$ cat config.mk
export PLATFORM = sky130hd
export DESIGN_NAME = apb_intc_flat
export DESIGN_NICKNAME = d
export VERILOG_FILES = /design/src/rtl/apb_intc_pkg.sv /design/src/rtl/apb_intc_if.sv /design/src/rtl/apb_intc_gateway.sv /design/src/rtl/apb_intc.sv /design/src/flat_wrapper.sv
export SDC_FILE = /design/constraint.sdc
export NUM_CORES = 1
export LEC_CHECK = 0
export ABC_AREA = 1
export ABC_CLOCK_PERIOD_IN_PS = 42700
export BUFFER_PORTS_ARGS = -buffer_cell sky130_fd_sc_hd__buf_2
export CORE_ASPECT_RATIO = 0.75
export CORE_UTILIZATION = 60
export CTS_BUF_LIST = sky130_fd_sc_hd__clkbuf_4 sky130_fd_sc_hd__clkbuf_8
export CTS_CLUSTER_DIAMETER = 60
export DETAILED_ROUTE_END_ITERATION = 10
export PLACE_DENSITY_LB_ADDON = 0.2
export SYNTH_ARGS = -nofsm -noshare
export SYNTH_HDL_FRONTEND = slang
export SYNTH_SLANG_ARGS = --single-unit
$ cat constraint.sdc
create_clock -name pclk -period 42.7 [get_ports pclk]
set_clock_uncertainty 0.2 [all_clocks]
set_input_delay 0 -clock pclk [delete_from_list [all_inputs] [get_ports pclk]]
set_output_delay 0 -clock pclk [all_outputs]
set_load 0.005 [all_outputs]
$ cat src/rtl/apb_intc_pkg.sv
// Shared constants and types for the APB interrupt controller.
package apb_intc_pkg;

    localparam int NUM_SRC = 40;
    localparam int PRIO_W  = 2;
    localparam int ID_W    = 6;

    // Register byte offsets within the 4 KiB peripheral window
    localparam logic [11:0] OFF_PEND_LO   = 12'h000;
    localparam logic [11:0] OFF_PEND_HI   = 12'h004;
    localparam logic [11:0] OFF_EN_LO     = 12'h008;
    localparam logic [11:0] OFF_EN_HI     = 12'h00C;
    localparam logic [11:0] OFF_THRESH    = 12'h010;
    localparam logic [11:0] OFF_CLAIM     = 12'h014;
    localparam logic [11:0] OFF_PRIO_BASE = 12'h100;

    // Per-source gateway life cycle
    typedef enum logic [1:0] {
        GW_IDLE  = 2'd0,
        GW_PEND  = 2'd1,
        GW_INSVC = 2'd2
    } gw_state_e;

endpackage

$ cat src/rtl/apb_intc_if.sv
// APB slave-side bus bundle for the interrupt controller.
interface apb_intc_if;
    logic        psel;
    logic        penable;
    logic        pwrite;
    logic [11:0] paddr;
    logic [31:0] pwdata;
    logic [31:0] prdata;

    modport master (output psel, output penable, output pwrite,
                    output paddr, output pwdata, input prdata);
    modport slave  (input psel, input penable, input pwrite,
                    input paddr, input pwdata, output prdata);
endinterface

$ cat src/rtl/apb_intc_gateway.sv
// Per-source gateway: latches a level request as pending, holds it
// in service between claim and complete so only one instance is live.
module apb_intc_gateway
    import apb_intc_pkg::*;
(
    input  logic pclk,
    input  logic presetn,
    input  logic src,
    input  logic claim,
    input  logic complete,
    output logic pend
);

    gw_state_e state_r;
    gw_state_e state_s;

    // State register
    always_ff @(posedge pclk or negedge presetn) begin
        if (!presetn) begin
            state_r <= GW_IDLE;
        end else begin
            state_r <= state_s;
        end
    end

    // Next-state: a source held high while in service does not re-pend
    always_comb begin
        state_s = state_r;
        case (state_r)
            GW_IDLE: begin
                if (src) state_s = GW_PEND;
                else     state_s = GW_IDLE;
            end
            GW_PEND: begin
                if (claim) state_s = GW_INSVC;
                else       state_s = GW_PEND;
            end
            GW_INSVC: begin
                if (complete) state_s = GW_IDLE;
                else          state_s = GW_INSVC;
            end
            default: state_s = GW_IDLE;
        endcase
    end

    assign pend = (state_r == GW_PEND);

endmodule

$ cat src/rtl/apb_intc.sv
// APB interrupt controller: register file, per-source gateways,
// priority arbitration and registered irq/ID to the CPU.
module apb_intc
    import apb_intc_pkg::*;
(
    input  logic               pclk,
    input  logic               presetn,
    apb_intc_if.slave          apb,
    input  logic [NUM_SRC-1:0] xx_intc_vld,
    output logic               intc_cpu_irq,
    output logic [ID_W-1:0]    intc_cpu_id
);

    localparam int HI_W = NUM_SRC - 32;

    logic               access_s;
    logic               rd_s;
    logic               wr_s;
    logic               prio_hit_s;
    logic [5:0]         prio_idx_s;
    logic [ID_W-1:0]    cmpl_id_s;
    logic [NUM_SRC-1:0] pend_s;
    logic [NUM_SRC-1:0] claim_s;
    logic [NUM_SRC-1:0] complete_s;
    logic [NUM_SRC-1:0] en_r;
    logic [PRIO_W-1:0]  prio_r [NUM_SRC];
    logic [PRIO_W-1:0]  thresh_r;
    logic [PRIO_W-1:0]  best_prio_s;
    logic [ID_W-1:0]    best_id_s;
    logic               irq_r;
    logic [ID_W-1:0]    id_r;
    logic [31:0]        rdata_s;

    assign access_s   = apb.psel & apb.penable;
    assign rd_s       = access_s & ~apb.pwrite;
    assign wr_s       = access_s & apb.pwrite;
    assign prio_idx_s = apb.paddr[7:2];
    assign prio_hit_s = (apb.paddr[11:8] == OFF_PRIO_BASE[11:8]) &&
                        (apb.paddr[1:0] == 2'b00) &&
                        (prio_idx_s < 6'(NUM_SRC));
    assign cmpl_id_s  = apb.pwdata[ID_W-1:0];

    // A claim reaches only the source named by the registered ID; ID 0 and
    // out-of-range complete IDs match no gateway and so have no effect.
    for (genvar g = 0; g < NUM_SRC; g++) begin : g_src
        assign claim_s[g]    = rd_s && (apb.paddr == OFF_CLAIM) && (id_r == ID_W'(g + 1));
        assign complete_s[g] = wr_s && (apb.paddr == OFF_CLAIM) && (cmpl_id_s == ID_W'(g + 1));

        apb_intc_gateway u_gw (
            .pclk     (pclk),
            .presetn  (presetn),
            .src      (xx_intc_vld[g]),
            .claim    (claim_s[g]),
            .complete (complete_s[g]),
            .pend     (pend_s[g])
        );
    end

    // Programmable enable, threshold and priority registers
    always_ff @(posedge pclk or negedge presetn) begin
        if (!presetn) begin
            en_r     <= '0;
            thresh_r <= '0;
            for (int i = 0; i < NUM_SRC; i++) begin
                prio_r[i] <= '0;
            end
        end else if (wr_s) begin
            case (apb.paddr)
                OFF_EN_LO:  en_r[31:0]         <= apb.pwdata;
                OFF_EN_HI:  en_r[NUM_SRC-1:32] <= apb.pwdata[HI_W-1:0];
                OFF_THRESH: thresh_r           <= apb.pwdata[PRIO_W-1:0];
                default: begin
                    if (prio_hit_s) prio_r[prio_idx_s] <= apb.pwdata[PRIO_W-1:0];
                end
            endcase
        end
    end

    // Priority tree: strict '>' keeps the lowest index on ties, and seeding
    // with the threshold excludes anything at or below it. The source being
    // claimed this cycle is masked so the next winner appears one cycle on.
    always_comb begin
        best_prio_s = thresh_r;
        best_id_s   = '0;
        for (int i = 0; i < NUM_SRC; i++) begin
            if (pend_s[i] && en_r[i] && !claim_s[i] && (prio_r[i] > best_prio_s)) begin
                best_prio_s = prio_r[i];
                best_id_s   = ID_W'(i + 1);
            end else begin
                best_id_s   = best_id_s;
            end
        end
    end

    // Registered CPU-facing irq and ID
    always_ff @(posedge pclk or negedge presetn) begin
        if (!presetn) begin
            irq_r <= 1'b0;
            id_r  <= '0;
        end else begin
            irq_r <= (best_id_s != '0);
            id_r  <= best_id_s;
        end
    end

    assign intc_cpu_irq = irq_r;
    assign intc_cpu_id  = id_r;

    // Read data mux; zero outside a read access and for unmapped offsets
    always_comb begin
        rdata_s = 32'd0;
        if (rd_s) begin
            case (apb.paddr)
                OFF_PEND_LO: rdata_s = pend_s[31:0];
                OFF_PEND_HI: rdata_s = {{(32-HI_W){1'b0}}, pend_s[NUM_SRC-1:32]};
                OFF_EN_LO:   rdata_s = en_r[31:0];
                OFF_EN_HI:   rdata_s = {{(32-HI_W){1'b0}}, en_r[NUM_SRC-1:32]};
                OFF_THRESH:  rdata_s = {{(32-PRIO_W){1'b0}}, thresh_r};
                OFF_CLAIM:   rdata_s = {{(32-ID_W){1'b0}}, id_r};
                default: begin
                    if (prio_hit_s) rdata_s = {{(32-PRIO_W){1'b0}}, prio_r[prio_idx_s]};
                    else            rdata_s = 32'd0;
                end
            endcase
        end else begin
            rdata_s = 32'd0;
        end
    end

    assign apb.prdata = rdata_s;

endmodule

$ cat src/flat_wrapper.sv
// flat-port wrapper written by rule: the top's interface ports become plain ports
module apb_intc_flat import apb_intc_pkg::*;
  (pclk, presetn, xx_intc_vld, intc_cpu_irq, intc_cpu_id, apb_psel, apb_penable, apb_pwrite, apb_paddr, apb_pwdata, apb_prdata);
  apb_intc_if apb_i ();
  input  logic pclk;
  input  logic presetn;
  input  logic [NUM_SRC-1:0] xx_intc_vld;
  output logic intc_cpu_irq;
  output logic [ID_W-1:0] intc_cpu_id;
  input wire logic [$bits(apb_i.psel)-1:0] apb_psel;
  input wire logic [$bits(apb_i.penable)-1:0] apb_penable;
  input wire logic [$bits(apb_i.pwrite)-1:0] apb_pwrite;
  input wire logic [$bits(apb_i.paddr)-1:0] apb_paddr;
  input wire logic [$bits(apb_i.pwdata)-1:0] apb_pwdata;
  output wire logic [$bits(apb_i.prdata)-1:0] apb_prdata;
  assign apb_i.psel = apb_psel;
  assign apb_i.penable = apb_penable;
  assign apb_i.pwrite = apb_pwrite;
  assign apb_i.paddr = apb_paddr;
  assign apb_i.pwdata = apb_pwdata;
  assign apb_prdata = apb_i.prdata;
  apb_intc u_core (.pclk(pclk), .presetn(presetn), .apb(apb_i), .xx_intc_vld(xx_intc_vld), .intc_cpu_irq(intc_cpu_irq), .intc_cpu_id(intc_cpu_id));
endmodule
Word level (Yosys, flattened, before mapping):

Index checks and enable logic that the tools add are counted.

* order comparisons: 43
* equal/unequal tests: 166
* mux-type cells: 248
* bitwise operators: 6
* reduce and logical (&&, ||, !) cells: 293

Operators with widths (count)
* 2-bit two-way mux: 125
* 2-bit one-hot mux with 3 select lines: 40
* 1-bit logical AND: 205
* 6-bit by 5-bit equality test with 1-bit output, second input constant: 32
* 32-bit one-hot mux with 6 select lines: 1
* 6-bit equality test, second input constant: 18
* 6-bit by 4-bit equality test with 1-bit output, second input constant: 16
* 2-bit zero test: 41
* 80-bit bitwise mux: 1
* 2-bit by 1-bit equality test with 1-bit output, second input constant: 40
* 2-bit equality test, second input constant: 40
* 2-bit > comparator: 40
* 5-bit two-way mux: 16
* 6-bit two-way mux: 9
* 6-bit by 3-bit equality test with 1-bit output, second input constant: 8
* 1-bit two-way mux: 41
* 1-bit zero test: 40
* 32-bit two-way mux: 1
* 4-bit two-way mux: 8
* 12-bit by 4-bit equality test with 1-bit output, second input constant: 2
* 12-bit by 5-bit equality test with 1-bit output, second input constant: 2
* 6-bit by 2-bit equality test with 1-bit output, second input constant: 4
* 2-bit binary-select mux with 6-bit select: 1
* 2-bit demux with 6-bit select: 1
* 15 further kinds: 24

* register bits after elaboration: 209
* input port bits: 89
* output and inout bits: 39
* word-level logic and storage cells: 841

Depth between registers and ports, before layout:

* word-level depth: 126
* mapped depth: 302
* gate-level depth less buffers: 302

Hierarchy:

A second synthesis with hierarchy kept.

* cells, all modules: 2078
* area total of the unflattened synthesis: 13972.2 um^2

By module, submodules not included
* apb_intc: times used 1, cells each 1558, area an instance 10218.6 um^2, sequential area each 3228.1 um^2
* apb_intc_gateway: times used 40, cells each 13, area an instance 93.8 um^2, sequential area each 50.0 um^2

Worst setup path after synthesis:

Ideal clock, no wire load.

* kind: register to register
* start: register u_core.thresh_r[1]
* end: register u_core.irq_r (netlist: u_core.intc_cpu_irq)
* library setup time: 126 ps
* arrival time: 35656 ps
* data required time: 42374 ps
* path slack: 6718 ps
* cell stages (with the launch flop): 290
* path buffers: 0
* period minus slack after synthesis: 35982 ps
* cell sequence: dfrtp_1 inv_1 ha_1 a21oi_1 a21oi_1 nand3_1 o21ai_0 ha_1 inv_1 a21oi_1 nor2_1 nand2_1 nand2_1 nand2_1 ha_1 o21ai_0 nand3_1 nand2_1 (+254 left out) and2_1 ha_1 nor2_1 nor2_1 a21oi_1 nand4_1 nand2_1 o21ai_0 ha_1 inv_1 nor2_1 nor2_1 a21oi_1 nand4_1 inv_1 a21oi_1 nor2_1 nand3_1

* word-level cells in the longest chain between the ends: 121
* elaborated cells between the ends (all ways): 160
* classes of those cells: 40 x order compare; 79 x mux; 41 x reduce/logical

Ends and longest elaborated chain
* start, declared: line apb_intc.sv:27 `logic [PRIO_W-1:0] thresh_r;`
* start signal, assigned: line apb_intc.sv:71 `OFF_THRESH: thresh_r <= apb.pwdata[PRIO_W-1:0];`
* 2-bit > comparator: line apb_intc.sv:86 `if (pend_s[i] && en_r[i] && !claim_s[i] && (prio_r[i] > best_prio_s)) begin`
* 1-bit logical AND: line apb_intc.sv:86
* 2-bit two-way mux *: line apb_intc.sv:86
* 2-bit > comparator: line apb_intc.sv:86
* 1-bit logical AND: line apb_intc.sv:86
* 2-bit two-way mux: line apb_intc.sv:86
* 2-bit > comparator: line apb_intc.sv:86
* 1-bit logical AND: line apb_intc.sv:86
* (+106 left out)
* 2-bit > comparator: line apb_intc.sv:86
* 1-bit logical AND: line apb_intc.sv:86
* 2-bit two-way mux: line apb_intc.sv:86
* 2-bit > comparator: line apb_intc.sv:86
* 1-bit logical AND: line apb_intc.sv:86
* 6-bit two-way mux *: line apb_intc.sv:86
* named net u_core.best_id_s[1]: line apb_intc.sv:29 `logic [ID_W-1:0] best_id_s;`
* 6-bit nonzero test *: line apb_intc.sv:101 `irq_r <= (best_id_s != '0);`
* end signal, assigned: line apb_intc.sv:101
* end, declared: line apb_intc.sv:30 `logic irq_r;`

Mark *: on every way through the listed nets, which the timed path passes. The rest lies on a longest branch.
A chain may end at the register's enable or synchronous reset.

Worst setup path in the final report:

* start: input port apb_paddr[10]
* end: register u_core.irq_r (netlist: u_core.intc_cpu_irq)

* word-level cells in the longest chain between the ends: 125
* elaborated cells between the ends (all ways): 281
* classes of those cells: 39 x order compare; 1 x eq/ne; 79 x mux; 162 x reduce/logical

Ends and longest elaborated chain
* start, declared: line flat_wrapper.sv:13 `input wire logic [$bits(apb_i.paddr)-1:0] apb_paddr;`
* 12-bit by 5-bit equality test with 1-bit output *: line apb_intc.sv:46 `assign claim_s[g] = rd_s && (apb.paddr == OFF_CLAIM) && (id_r == ID_W'(g + 1));`
* 1-bit logical AND *: line apb_intc.sv:46
* 1-bit logical AND: line apb_intc.sv:46
* 1-bit zero test: line apb_intc.sv:86
* 1-bit logical AND (2 in series): line apb_intc.sv:86
* 2-bit two-way mux: line apb_intc.sv:86
* 2-bit > comparator: line apb_intc.sv:86
* 1-bit logical AND: line apb_intc.sv:86
* (+109 left out)
* 2-bit > comparator: line apb_intc.sv:86
* 1-bit logical AND: line apb_intc.sv:86
* 2-bit two-way mux: line apb_intc.sv:86
* 2-bit > comparator: line apb_intc.sv:86
* 1-bit logical AND: line apb_intc.sv:86
* 6-bit two-way mux *: line apb_intc.sv:86
* named net u_core.best_id_s[1]: line apb_intc.sv:29
* 6-bit nonzero test *: line apb_intc.sv:101

Marked as above.

==> results.txt <==
status -> complete, no violations
max cap viols -> 0
Iter 0 DRT Violations -> 2330
Sw Share -> 0.404
Fin Setup TNS -> 0 ns
CP Max Fanout -> 8
clock sinks -> 209
Gate power share -> 0.448
total track usage -> 0.428
fmax -> 0.0251 GHz
placed instance count -> 2339
Slew Limit Fails -> 0
switching pwr -> 0.298 mW
sequential element share of the synthesized area -> 0.386
per-cell routed wire length -> 19.9 µm
CORE AREA -> 22100 µm²
H-tree depth -> 2
clock-pin slew on the worst setup and hold paths -> 0.06 ns
share of layout cells above drive strength 1 -> 0.145
vias per cell -> 6.09
Hold Path Class -> input pin to flop
CP peak stage delay -> 0.60 ns
#FFs+latches synth -> 209
FP Rows -> 47
Worst Max-Slew Pin Slew -> 1.02 ns
CTS Buf Count -> 36
Tmin final -> 39.88 ns
required time worst endpoint -> 42.92 ns
die span in x -> 176 µm
period utilisation layout -> 0.934
Layout fillers -> 1669
Routability Congestion -> 1.01
leakage power -> 8.32 nW
Flop pwr share -> 0.287
initial antenna violation count -> 1
largest net degree at the start of global routing -> 75
io pins -> 128
Longest Clk Path Bufs -> 3
Yosys cell types -> 53
PwrDens -> 44.3 nW/µm²
clock power share -> 0.265
first-pass GRT wire length -> 76.8 mm
Port Buf Inserts -> 127
die area -> 23200 µm²
final hold vios -> 0
Layout Cells excl Fill -> 2531
CP Capture Type -> flop
DR vias -> 15400
DP Wirelength -> 34.3 mm
Max IR drop VDD -> 0.0460 mV
TritonCTS clock tree -> built
# setup viols final -> 0
Post-Route WL -> 50.3 mm
relative slew slack -> 0.318
Syn Std Cell Area -> 13600 µm²
utilization after layout -> 0.754
Worst Path Arrival -> 40.10 ns
crit path kind -> input pin to flop
Synth warnings -> 0
share of the synthesized area in the top cell type -> 0.386
cell area after layout -> 16700 µm²
Critical Path Most Common Cell -> nand2_1
ys flop type -> dfrtp_1
Net Count, Synth -> 2078
Yosys top cell by area -> dfrtp_1
clock root cell -> clkbuf_8
Hold Slack -> 0.0162 ns
Initial Util -> 0.614
GRT overflow -> 0
mean area per synthesized cell -> 6.97 µm²
Clk Latency, worst-skew pair -> 0.54 ns
Power Internal -> 0.440 mW
placement-stage cell area -> 14500 µm²
vias in the first global route -> 14600
Mapped Cells -> 1946
r2r setup slk -> 2.95 ns
DR pass1 iterations -> 7
Async SR Flop Fraction -> 1.00
Synth area leaders -> dfrtp_1 (39%), nand2_1 (14%), inv_1 (7.3%)
Worst path slowest cell -> dlygate4sd3_1
Post-synth EDFFs -> 0
Layout Nets -> 2342
area grow syn2layout -> 22.9%
Startpoint Class -> input pin
drt drc -> 0
DRT antenna net count -> 0
Die H -> 132 µm
==> metrics by stage <==
stage	setup WS, ns	total power, mW
6_report	2.82	0.738
5_1_grt	-0.460	0.786
4_1_cts	1.40	0.702
3_5_place_dp	2.28	0.499
3_3_place_gp	3.88	0.491
2_1_floorplan	6.72	0.424
==> final cells by class <==
cell class              instances  area (µm²)  share of cell area
clock inverters                 9        76.3             0.00458
inverters                     273        1020              0.0614
multi-input cells            1418        7270               0.436
well taps                     294         368              0.0221
clock buffers                  55         682              0.0409
repair buffers                272        2020               0.121
diodes                          1        2.50            0.000150
flip-flops and latches        209        5230               0.314
==> final timing paths <==
kind                                                     to  depth (start not counted)                            start
setup / recovery                        u_core.intc_cpu_irq                        293                    apb_paddr[10]
hold / removal                               u_core.en_r[6]                          5                     apb_paddr[1]
setup reg to reg                        u_core.intc_cpu_irq                        291            u_core.intc_cpu_id[0]
hold reg to reg             u_core.g_src[6].u_gw.state_r[1]                          1  u_core.g_src[6].u_gw.state_r[0]
max in group asynchronous  u_core.g_src[29].u_gw.state_r[0]                          5                          presetn
min in group asynchronous                   u_core.en_r[28]                          4                          presetn
==> registers in the layout (all words and copies together) (netlist names) <==
signal and cells:
u_core.prio_r 80, u_core.intc_cpu_id 6, u_core.thresh_r 2, u_core.en_r 40, u_core.g_src.u_gw.state_r 80, u_core.intc_cpu_irq 1
==> synth_stat cells (11+ instances only) <==
| cell | count |
|---|---|
| nand3_1 | 152 |
| dfrtp_1 | 209 |
| and2_1 | 17 |
| o311ai_0 | 11 |
| a21oi_1 | 54 |
| o22ai_1 | 57 |
| clkbuf_1 | 38 |
| inv_1 | 264 |
| nand2_1 | 522 |
| o31ai_1 | 37 |
| nor2_1 | 198 |
| nand4_1 | 15 |
| nor3_1 | 15 |
| ha_1 | 43 |
| or2_2 | 11 |
| o21ai_0 | 192 |
==> kinds of logic (layout without fill, tap and decap cells) <==
family	after synthesis	count (layout)	synth area share
muxes	2	2	0.00166
adders and majority gates	44	44	0.0404
and+or+nand+nor	963	963	0.303
other	0	1	0
DFF	209	209	0.386
AOI/OAI and AO/OA	409	409	0.179
buffers and inverters	319	609	0.0899
==> layout by cell type (no fill, tap or decap), types with 15 or more instances in the layout <==
master,netlist,final
nand2_1,522,513
inv_1,264,259
dfrtp_1,209,209
nor2_1,198,189
o21ai_0,192,182
nand3_1,152,143
buf_2,0,126
dlygate4sd3_1,0,107
o22ai_1,57,56
a21oi_1,54,52
clkbuf_8,0,44
ha_1,43,43
o31ai_1,37,37
buf_4,2,35
and2_1,17,17
nand4_1,15,15
nand3_2,7,15
==> timing repair <==
| item | 4_1_cts | 5_1_grt |
|---|---|---|
| hold buffers | 109 | 0 |
| setup endpoints to repair | 0 | 7 |
| hold endpoints to repair | 237 | 0 |
| resized for setup | 0 | 55 |
| buffers inserted | 0 | 18 |
==> critical path, delay by kind of cell <==
family | cells | cell delay [ns]
AND/OR/NAND/NOR | 187 | 20.42
adder cells (fa/ha/maj) | 40 | 10.85
AO/OA/AOI/OAI | 36 | 5.20
buffers and inverters | 30 | 3.67
==> routing by layer <==
layer / track usage / vias up / routed length [µm]
met5: 0 / - / 0
met2: 0.619 / 1153 / 21100
met4: 0.202 / 0 / 2380
met3: 0.132 / 193 / 7120
met1: 0.584 / 7075 / 19700
li1: - / 6982 / -
==> power by group through the flow <==
stage / Combinational, mW / Clock [mW] / Sequential (mW)
floorplan: 0.211 / 0 / 0.213
global placement: 0.276 / 0 / 0.215
detailed placement: 0.284 / 0 / 0.215
CTS: 0.295 / 0.195 / 0.212
global route: 0.369 / 0.205 / 0.212
finish: 0.331 / 0.195 / 0.212
Power figures use the tool's default switching activity.
